$ cat src/rtl/hps_reset_sequencer.sv
// Sequences fabric reset requests into the HPS f2h cold/warm/debug reset inputs and boot strobes.
// Optional watchdog-driven requests are built when HPS_RST_WDOG_EN is defined.
module hps_reset_sequencer #(
    parameter int PULSE_CYCLES   = 16,
    parameter int HOLDOFF_CYCLES = 1024,
    parameter int WDOG_CYCLES    = 50000000,
    parameter int WDOG_MAX_FAILS = 3
) (
    input  logic       clk_clk,
    input  logic       reset_reset_n,
    input  logic       cold_req,
    input  logic       warm_req,
    input  logic       debug_req,
    input  logic       boot_image_ready,
    input  logic       boot_image_fail,
    output logic       f2h_cold_reset_req_n,
    output logic       f2h_warm_reset_req_n,
    output logic       f2h_debug_reset_req_n,
    output logic       boot_from_fpga_ready,
    output logic       boot_from_fpga_on_failure,
    output logic       busy,
    output logic [1:0] last_cause
`ifdef HPS_RST_WDOG_EN
    ,
    input  logic       wdog_kick,
    output logic [1:0] wdog_fails
`endif
);

    localparam int CNT_MAX = (PULSE_CYCLES > HOLDOFF_CYCLES) ? PULSE_CYCLES : HOLDOFF_CYCLES;
    localparam int CNT_W   = $clog2(CNT_MAX + 1);
    localparam logic [CNT_W-1:0] PULSE_LAST   = CNT_W'(PULSE_CYCLES - 1);
    localparam logic [CNT_W-1:0] HOLDOFF_LAST = CNT_W'(HOLDOFF_CYCLES - 1);

    localparam logic [1:0] CAUSE_NONE  = 2'b00;
    localparam logic [1:0] CAUSE_COLD  = 2'b01;
    localparam logic [1:0] CAUSE_WARM  = 2'b10;
    localparam logic [1:0] CAUSE_DEBUG = 2'b11;

    typedef enum logic [1:0] {
        IDLE    = 2'b00,
        ASSERT  = 2'b01,
        HOLDOFF = 2'b10
    } state_t;

    state_t           state_q, state_d;
    logic [CNT_W-1:0] cnt_q, cnt_d;
    logic [2:0]       pend_q, pend_d;
    logic [2:0]       rise;
    logic [2:0]       req_now;
    logic             cold_p1, warm_p1, debug_p1;
    logic             ready_p1, fail_p1;
    logic             start;
    logic [1:0]       sel;
    logic [1:0]       cause_d;
    logic             wdog_warm, wdog_cold;

    // Bit 0 cold, bit 1 warm, bit 2 debug; watchdog requests behave like fresh rises
    assign rise[0] = (cold_req  & ~cold_p1)  | wdog_cold;
    assign rise[1] = (warm_req  & ~warm_p1)  | wdog_warm;
    assign rise[2] = (debug_req & ~debug_p1);
    assign req_now = pend_q | rise;

    always_comb begin
        state_d = state_q;
        cnt_d   = cnt_q;
        pend_d  = req_now;
        start   = 1'b0;
        sel     = CAUSE_NONE;
        case (state_q)
            IDLE: begin
                if (|req_now) begin
                    start   = 1'b1;
                    state_d = ASSERT;
                    cnt_d   = '0;
                    if (req_now[0]) begin
                        sel    = CAUSE_COLD;
                        pend_d = 3'b000;
                    end else if (req_now[1]) begin
                        sel       = CAUSE_WARM;
                        pend_d[1] = 1'b0;
                    end else begin
                        sel       = CAUSE_DEBUG;
                        pend_d[2] = 1'b0;
                    end
                end
            end
            ASSERT: begin
                if (cnt_q == PULSE_LAST) begin
                    state_d = HOLDOFF;
                    cnt_d   = '0;
                end else begin
                    cnt_d = cnt_q + 1'b1;
                end
            end
            HOLDOFF: begin
                if (cnt_q == HOLDOFF_LAST) begin
                    state_d = IDLE;
                    cnt_d   = '0;
                end else begin
                    cnt_d = cnt_q + 1'b1;
                end
            end
            default: begin
                state_d = IDLE;
                cnt_d   = '0;
            end
        endcase
        cause_d = start ? sel : last_cause;
    end

    always_ff @(posedge clk_clk or negedge reset_reset_n) begin
        if (!reset_reset_n) begin
            state_q               <= IDLE;
            cnt_q                 <= '0;
            pend_q                <= 3'b000;
            cold_p1               <= 1'b0;
            warm_p1               <= 1'b0;
            debug_p1              <= 1'b0;
            ready_p1              <= 1'b0;
            fail_p1               <= 1'b0;
            last_cause            <= CAUSE_NONE;
            f2h_cold_reset_req_n  <= 1'b1;
            f2h_warm_reset_req_n  <= 1'b1;
            f2h_debug_reset_req_n <= 1'b1;
        end else begin
            state_q               <= state_d;
            cnt_q                 <= cnt_d;
            pend_q                <= pend_d;
            cold_p1               <= cold_req;
            warm_p1               <= warm_req;
            debug_p1              <= debug_req;
            ready_p1              <= boot_image_ready;
            fail_p1               <= boot_image_fail;
            last_cause            <= cause_d;
            f2h_cold_reset_req_n  <= ~((state_d == ASSERT) && (cause_d == CAUSE_COLD));
            f2h_warm_reset_req_n  <= ~((state_d == ASSERT) && (cause_d == CAUSE_WARM));
            f2h_debug_reset_req_n <= ~((state_d == ASSERT) && (cause_d == CAUSE_DEBUG));
        end
    end

    assign busy = (state_q != IDLE);

    // Boot strobes must never be seen by the HPS while a cold reset is being requested
    assign boot_from_fpga_ready      = ready_p1 & f2h_cold_reset_req_n;
    assign boot_from_fpga_on_failure = fail_p1  & f2h_cold_reset_req_n;

`ifdef HPS_RST_WDOG_EN
    localparam int WD_W = $clog2(WDOG_CYCLES + 1);

    logic            wdog_armed;
    logic [WD_W-1:0] wdog_cnt;
    logic            wdog_timeout;

    assign wdog_timeout = wdog_armed & ~wdog_kick & (wdog_cnt == WD_W'(1));
    assign wdog_cold    = wdog_timeout & (wdog_fails == 2'(WDOG_MAX_FAILS - 1));
    assign wdog_warm    = wdog_timeout & ~wdog_cold;

    always_ff @(posedge clk_clk or negedge reset_reset_n) begin
        if (!reset_reset_n) begin
            wdog_armed <= 1'b0;
            wdog_cnt   <= '0;
            wdog_fails <= 2'b00;
        end else if (wdog_kick) begin
            wdog_armed <= 1'b1;
            wdog_cnt   <= WD_W'(WDOG_CYCLES);
            wdog_fails <= 2'b00;
        end else begin
            if (wdog_armed) begin
                if (wdog_timeout) begin
                    wdog_cnt <= WD_W'(WDOG_CYCLES);
                    if (wdog_cold)
                        wdog_fails <= 2'b00;
                    else if (wdog_fails != 2'b11)
                        wdog_fails <= wdog_fails + 2'b01;
                end else begin
                    wdog_cnt <= wdog_cnt - 1'b1;
                end
            end
            // A cold pulse restarts the HPS, so wait for fresh kicks before watching again
            if (start && (sel == CAUSE_COLD))
                wdog_armed <= 1'b0;
        end
    end
`else
    logic unused_wdog_cfg;
    assign unused_wdog_cfg = ^{WDOG_CYCLES, WDOG_MAX_FAILS};
    assign wdog_warm = 1'b0;
    assign wdog_cold = 1'b0;
`endif

endmodule

$ cat config.mk
export PLATFORM = sky130hd
export DESIGN_NAME = hps_reset_sequencer
export DESIGN_NICKNAME = d
export VERILOG_FILES = /design/src/rtl/hps_reset_sequencer.sv
export SDC_FILE = /design/constraint.sdc
export NUM_CORES = 1
export LEC_CHECK = 0
export CAP_MARGIN = 40
export CORE_MARGIN = 5
export CORE_UTILIZATION = 32
export CTS_BUF_LIST = sky130_fd_sc_hd__clkbuf_16
export CTS_CLUSTER_SIZE = 16
export DETAILED_ROUTE_END_ITERATION = 10
export HOLD_SLACK_MARGIN = 0.03
export PLACE_DENSITY_LB_ADDON = 0.25
export SLEW_MARGIN = 20
export SYNTH_ARGS = -nofsm -noshare
export SYNTH_HDL_FRONTEND = slang
export SYNTH_SLANG_ARGS = --single-unit
$ cat constraint.sdc
create_clock -name clk_clk -period 3.7 [get_ports clk_clk]
set_clock_uncertainty 0.2 [all_clocks]
set_input_delay 0.37 -clock clk_clk [delete_from_list [all_inputs] [get_ports clk_clk]]
set_output_delay 0.37 -clock clk_clk [all_outputs]
set_load 0.01 [all_outputs]
== Word-level counts from Yosys, hierarchy flattened ==
Cells that the tools add are included.

* Output and inout port bits: 8
* Register bits after elaboration: 26
* Bits of input ports: 7
* Word-level logic and storage cells: 59

* $add $sub $neg: 1
* Reduce and logical (&&, ||, !) cells: 6
* Multiplexer cells: 19
* Equal/unequal tests: 9
* Bitwise gates (word level): 12

{| class="wikitable"
|+ Operators by type and width
! kind !! number
|-
| two-way mux 11 bit || 3
|-
| one-hot mux 11 bit (3 select lines) || 1
|-
| two-way mux 2 bit || 8
|-
| adder 11 x 1 -> 11 bit, second input constant || 1
|-
| equality test 11 x 10 -> 1 bit, second input constant || 1
|-
| equality test 11 x 4 -> 1 bit, second input constant || 1
|-
| equality test 2 x 1 -> 1 bit, second input constant || 3
|-
| equality test 2 bit, second input constant || 3
|-
| two-way mux 3 bit || 2
|-
| NOT 1 bit || 6
|-
| one-hot mux 2 bit (3 select lines) || 1
|-
| bitwise AND 1 bit || 5
|-
| two-way mux 1 bit || 4
|-
| logical AND 1 bit || 3
|-
| OR 3 bit || 1
|-
| OR reduction 3 bit || 1
|-
| logical NOT 2 bit || 1
|-
| inequality test 2 bit, second input constant || 1
|-
| nonzero test 2 bit || 1
|}

== Longest topological paths before layout ==
* Word-level depth: 11
* Gate-level depth with buffers: 7
* Gate-level depth less buffers: 6

== Worst setup path before layout ==
Ideal clock, no wire load.

* Kind: flip-flop to flip-flop
* Start point: register cnt_q[0]
* End point: register cnt_q[0]
* Arrival: 1.614 ns
* Buffers on the path: 0
* Cell stages (with the launch flop): 7
* Setup slack: 1.761 ns
* Data required time: 3.375 ns
* Library setup time: 0.125 ns
* Clock period less this slack: 1.939 ns
* Cell sequence: dfrtp_1 -> ha_1 -> nand3b_1 -> or3_4 -> a32oi_4 -> nor2_1 -> mux2_2

* Longest elaborated chain between the ends: 3
* Elaborated cells between the ends (all ways): 6
* Those cells by class: add/sub: 1; eq/ne: 2; mux: 3

{| class="wikitable"
|+ Ends and longest elaborated chain
! what !! line !! text
|-
| from (decl) || 47 || <nowiki>logic [CNT_W-1:0] cnt_q, cnt_d;</nowiki>
|-
| from (signal assigned) || 128 || <nowiki>cnt_q <= cnt_d;</nowiki>
|-
| adder 11 x 1 -> 11 bit, or another cell as far along || 93, 101 ||
|-
| two-way mux 11 bit, on equally long branches || 97, 89 ||
|-
| one-hot mux 11 bit (3 select lines) * || 70 || <nowiki>case (state_q)</nowiki>
|}

Every way passes the cells marked *; elsewhere a longest branch is shown, timed or not.
A chain may end at the register's enable or synchronous reset.

== Worst setup path in the final report ==
* Start point: register state_q[1]
* End point: output busy

* Longest elaborated chain between the ends: 1

{| class="wikitable"
|+ Ends and longest elaborated chain
! what !! line !! text
|-
| from (decl) || 46 || <nowiki>state_t state_q, state_d;</nowiki>
|-
| from (signal assigned) || 127 || <nowiki>state_q <= state_d;</nowiki>
|-
| nonzero test 2 bit || 142 || <nowiki>assign busy = (state_q != IDLE);</nowiki>
|-
| to (decl) || 21 || <nowiki>output logic busy,</nowiki>
|}

No other way between the ends.

==> run summary <==
The die is 75.0 µm tall. The worst path buffer plus inverter count is 3. Detailed routing inserted a total of 1054 vias. Subtracting the final worst setup slack from the clock period gives 2370 ps. Among all stages on the critical path, the largest delay is contributed by clkdlybuf4s50_1. Input and output buffers added on the ports amount to 14.

Once routing completed, OpenROAD measured the worst setup slack at 1330 ps. The number of antenna diodes in the final layout is 0. The largest fanout of any net on the critical path is 11.

After detailed routing, the number of remaining DRC violations is 0. The start point of the critical path is state_q[1]$_DFF_PN0_. The maximum root-to-sink buffer count came out at 2.

In this run, CTS created clock tree buffers numbering 3. The number of antenna violations at the first check in global routing is 0. The remaining global-route overflow is 0. TritonCTS built the clock tree. For this run, the detailed router's first-pass iteration total came to 4. On the worst path, the slowest cell contributes a delay of 500 ps.

The worst flop-to-flop path endpoint is f2h_cold_reset_req_n$_DFF_PN1_. The number of filler cells placed in the layout is 405. The HPWL after detailed placement is 1.95 mm. By instance count, the cell type seen most on the critical path is inv_1. For the worst setup path, the data required time is 3130 ps. The placeable core area is 4060 µm². For the pin with the worst max-slew slack, the measured transition is 584 ps. The tree is rooted in a clkbuf_16.

The first global-routing pass estimated 4.61 mm of wire. Sequential elements use 48.3% of the synthesized area. For this design the total switching power over the nets is 0.112 mW.

The tightest min-delay check is of the flop to flop type. STA classifies the critical path startpoint as a flop. The die extent in x came out at 75.0 µm. The total power per unit cell area came out at 382 nW/µm². The number of nets still failing antenna checks after routing came out at 0. The number of global-route vias before repair is 1041. The fraction of layout cells with a size suffix above 1 is 13.2%. The die area is 5630 µm².

The count of final hold-check violations is 0. The achievable clock frequency is 421 MHz. The period utilization is 64.2%.

The setup slack after placement is 1230 ps. The largest net degree at the start of global routing is 27. The number of slew-limit violations in the final report is 0. STA classifies the critical path endpoint as an output pin. The mean area per synthesized cell is 10.7 µm². The worst reg-to-reg path cell count is 6. The placer congestion estimate is 0.881.

The latest clock arrival within the worst-skew pair came out at 260 ps. The switching part of the total is 17.8%. The arrival time of data at the critical path endpoint is 1800 ps.

Summing internal, switching and leakage power gives 0.629 mW. Global routing used 10.3% of the available tracks across all layers. The cell count after synthesis came out at 127. The cell internal power dissipation is 0.517 mW. In the layout the commonest cells are dfrtp_1, clkdlybuf4s50_1, nor2_1.

The register bit count reported by yosys is 26. The number of max-capacitance violations reported came out at 0. The critical path depth is 4.

The run finished with clean final reports. After detailed routing, the total wire length is 2.67 mm. The area share of the leading cell type in the synthesized netlist is 42.5%. Setup violations remaining at the end of the flow were counted as 0. The number of warning messages in the yosys log is 0. The critical path in this run is classified as flop to output pin. The kind of cell adding the most delay to the critical path is buffers and inverters. The count of flip-flops with a built-in enable after synthesis came out at 0.

Walking the worst path, the cells encountered are inv_1 > ha_1 > inv_1 > clkdlybuf4s50_1. In the final routed layout, each cell accounts on average for 13.8 µm. The storage element area is 654 µm². In this run the critical register-to-register path is launched from state_q[1]$_DFF_PN0_.

In the post-synthesis netlist, the biggest area contributors are dfrtp_1, dfstp_2, ha_1, o21ai_0, a21o_1. In this run the worst setup path terminates at busy. Setup repair after global routing left no endpoint under its margin. The average via count per standard cell came out at 5.43. IR analysis of the VDD net gives a maximum drop of 0.164 mV. The biggest area contributor in the post-synthesis netlist is dfrtp_1.

The count of pins on the block boundary is 15. The tree built by TritonCTS fans out to 26 sinks. Summing all multi-input logic gate instances after layout gives 651 µm². The share of async-settable or async-resettable flops after synthesis came out at 100%. The final net count is 157. The number of distinct library cells after synthesis is 44. Measured against its own limit, the worst slew margin works out to 61.1%. Combinational cells account for 3.9% of the total power. The portion of total power attributed to sequential cells is 46.2%. The sum of negative setup slack is 0 ps. The primary flip-flop cell chosen by synthesis mapping is dfrtp_1. The number of nets handed over by synthesis was 139. The post-cts gate resize count is 0. The static power due to leakage is 0.647 nW. The count of routing violations after the opening detailed-route iteration is 21. The library cell used most frequently in the layout, excluding fill and tap cells, is dfrtp_1. The part of the power in the clock network came out at 49.9%. The number of cell rows is 23. From synthesis to final layout, the design area changed by 21.7%. The synthesized area is 1350 µm². In this run the number of H-tree levels came out at 1.

Clock-pin slew was measured on the worst setup and hold paths at 70 ps. Setup slack on the worst reg-to-reg path comes out at 1410 ps. The initial core utilization is 33.4%.
-- worst min-delay path by stage --
stage | startpoint | to | depth (start not counted)
after global routing | cnt_q[1]$_DFFE_PN0P_ | cnt_q[1]$_DFFE_PN0P_ | 2
after floorplan | reset_reset_n | cnt_q[0]$_DFFE_PN0P_ | 0
final | cnt_q[1]$_DFFE_PN0P_ | cnt_q[1]$_DFFE_PN0P_ | 2
after CTS | cnt_q[1]$_DFFE_PN0P_ | cnt_q[1]$_DFFE_PN0P_ | 2
after global placement | cnt_q[10]$_DFFE_PN0P_ | cnt_q[10]$_DFFE_PN0P_ | 1
after detailed placement | reset_reset_n | cold_p1$_DFF_PN0_ | 1
-- per-stage QoR --
| step | util (%) | cell area, µm² | instances | hold slack, ps |
|---|---|---|---|---|
| detailed placement | 37.8 | 1530 | 189 | 201 |
| finish | 40.6 | 1650 | 194 | 319 |
| CTS | 40.6 | 1650 | 194 | 330 |
| global route | 40.6 | 1650 | 194 | 340 |
| global placement | 37.9 | 1540 | 189 | 313 |
| floorplan | - | 1350 | 127 | -126 |
-- timing repair --
action                                 4_1_cts  5_1_grt
setup buffers                                0        0
hold buffers                                 1        0
endpoints found under the hold margin       23        0
-- power groups by stage --
stage | Combinational, mW | Sequential (mW) | Clock [mW]
global placement | 0.0245 | 0.296 | 0
global route | 0.0277 | 0.291 | 0.331
floorplan | 0.00564 | 0.297 | 0
finish | 0.0246 | 0.291 | 0.314
CTS | 0.0254 | 0.291 | 0.322
detailed placement | 0.0246 | 0.296 | 0
-- synth_stat cells, drive strengths merged, types with 2 or more instances --
| library cell | count |
|---|---|
| dfrtp | 23 |
| nor2 | 9 |
| inv | 8 |
| o21ai | 8 |
| a21oi | 7 |
| nand2 | 7 |
| a21o | 6 |
| nand3 | 6 |
| and2 | 5 |
| ha | 5 |
| dfstp | 3 |
| nor4b | 3 |
| o31ai | 3 |
| a211oi | 2 |
| a22o | 2 |
| a311oi | 2 |
| a32oi | 2 |
| and2b | 2 |
| and3 | 2 |
| buf | 2 |
| nand3b | 2 |
| nand4 | 2 |
| nor3 | 2 |
| nor4 | 2 |
| or3 | 2 |
| or4 | 2 |
-- flip-flops by register name, summed over array words and instances (netlist names) --
signal                 cells
cnt_q                     11
pend_q                     3
last_cause                 2
state_q                    2
cold_p1                    1
debug_p1                   1
f2h_cold_reset_req_n       1
f2h_debug_reset_req_n      1
f2h_warm_reset_req_n       1
fail_p1                    1
ready_p1                   1
warm_p1                    1
-- cell families (layout without fill, tap and decap cells) --
group | count (synthesis) | count (layout) | synth area share, %
AND/OR/NAND/NOR | 49 | 49 | 22.8
flip-flops | 26 | 26 | 48.3
multiplexers | 1 | 1 | 0.832
buffers and inverters | 10 | 27 | 3.60
AO/OA/AOI/OAI | 35 | 35 | 19.1
adder cells (fa/ha/maj) | 5 | 5 | 4.62
XOR/XNOR | 1 | 1 | 0.647
-- worst register-to-register path, delay by kind of cell (launching register included) --
family / cells / cell delay, ps
compound gates: 2 / 780
fa+ha+maj: 1 / 380
buf+inv: 2 / 260
flops: 1 / 410
simple gates: 1 / 170
-- routing by layer --
| layer | vias up | share of wire [%] | track usage (%) |
|---|---|---|---|
| li1 | 505 | - | - |
| met1 | 522 | 45 | 13.0 |
| met2 | 25 | 49 | 17.8 |
| met3 | 2 | 5.9 | 2.67 |
| met4 | 0 | 0.34 | 2.17 |
| met5 | - | 0 | 0 |
-- final cells by class --
cell class | count | area share (%)
repair buffers | 15 | 8.81
multi-input cells | 91 | 39.5
inverters | 8 | 1.82
clock buffers | 3 | 4.56
clock inverters | 1 | 1.82
flip-flops and latches | 26 | 39.7
well taps | 50 | 3.80
Note: power is estimated with default switching activity, not from simulation.
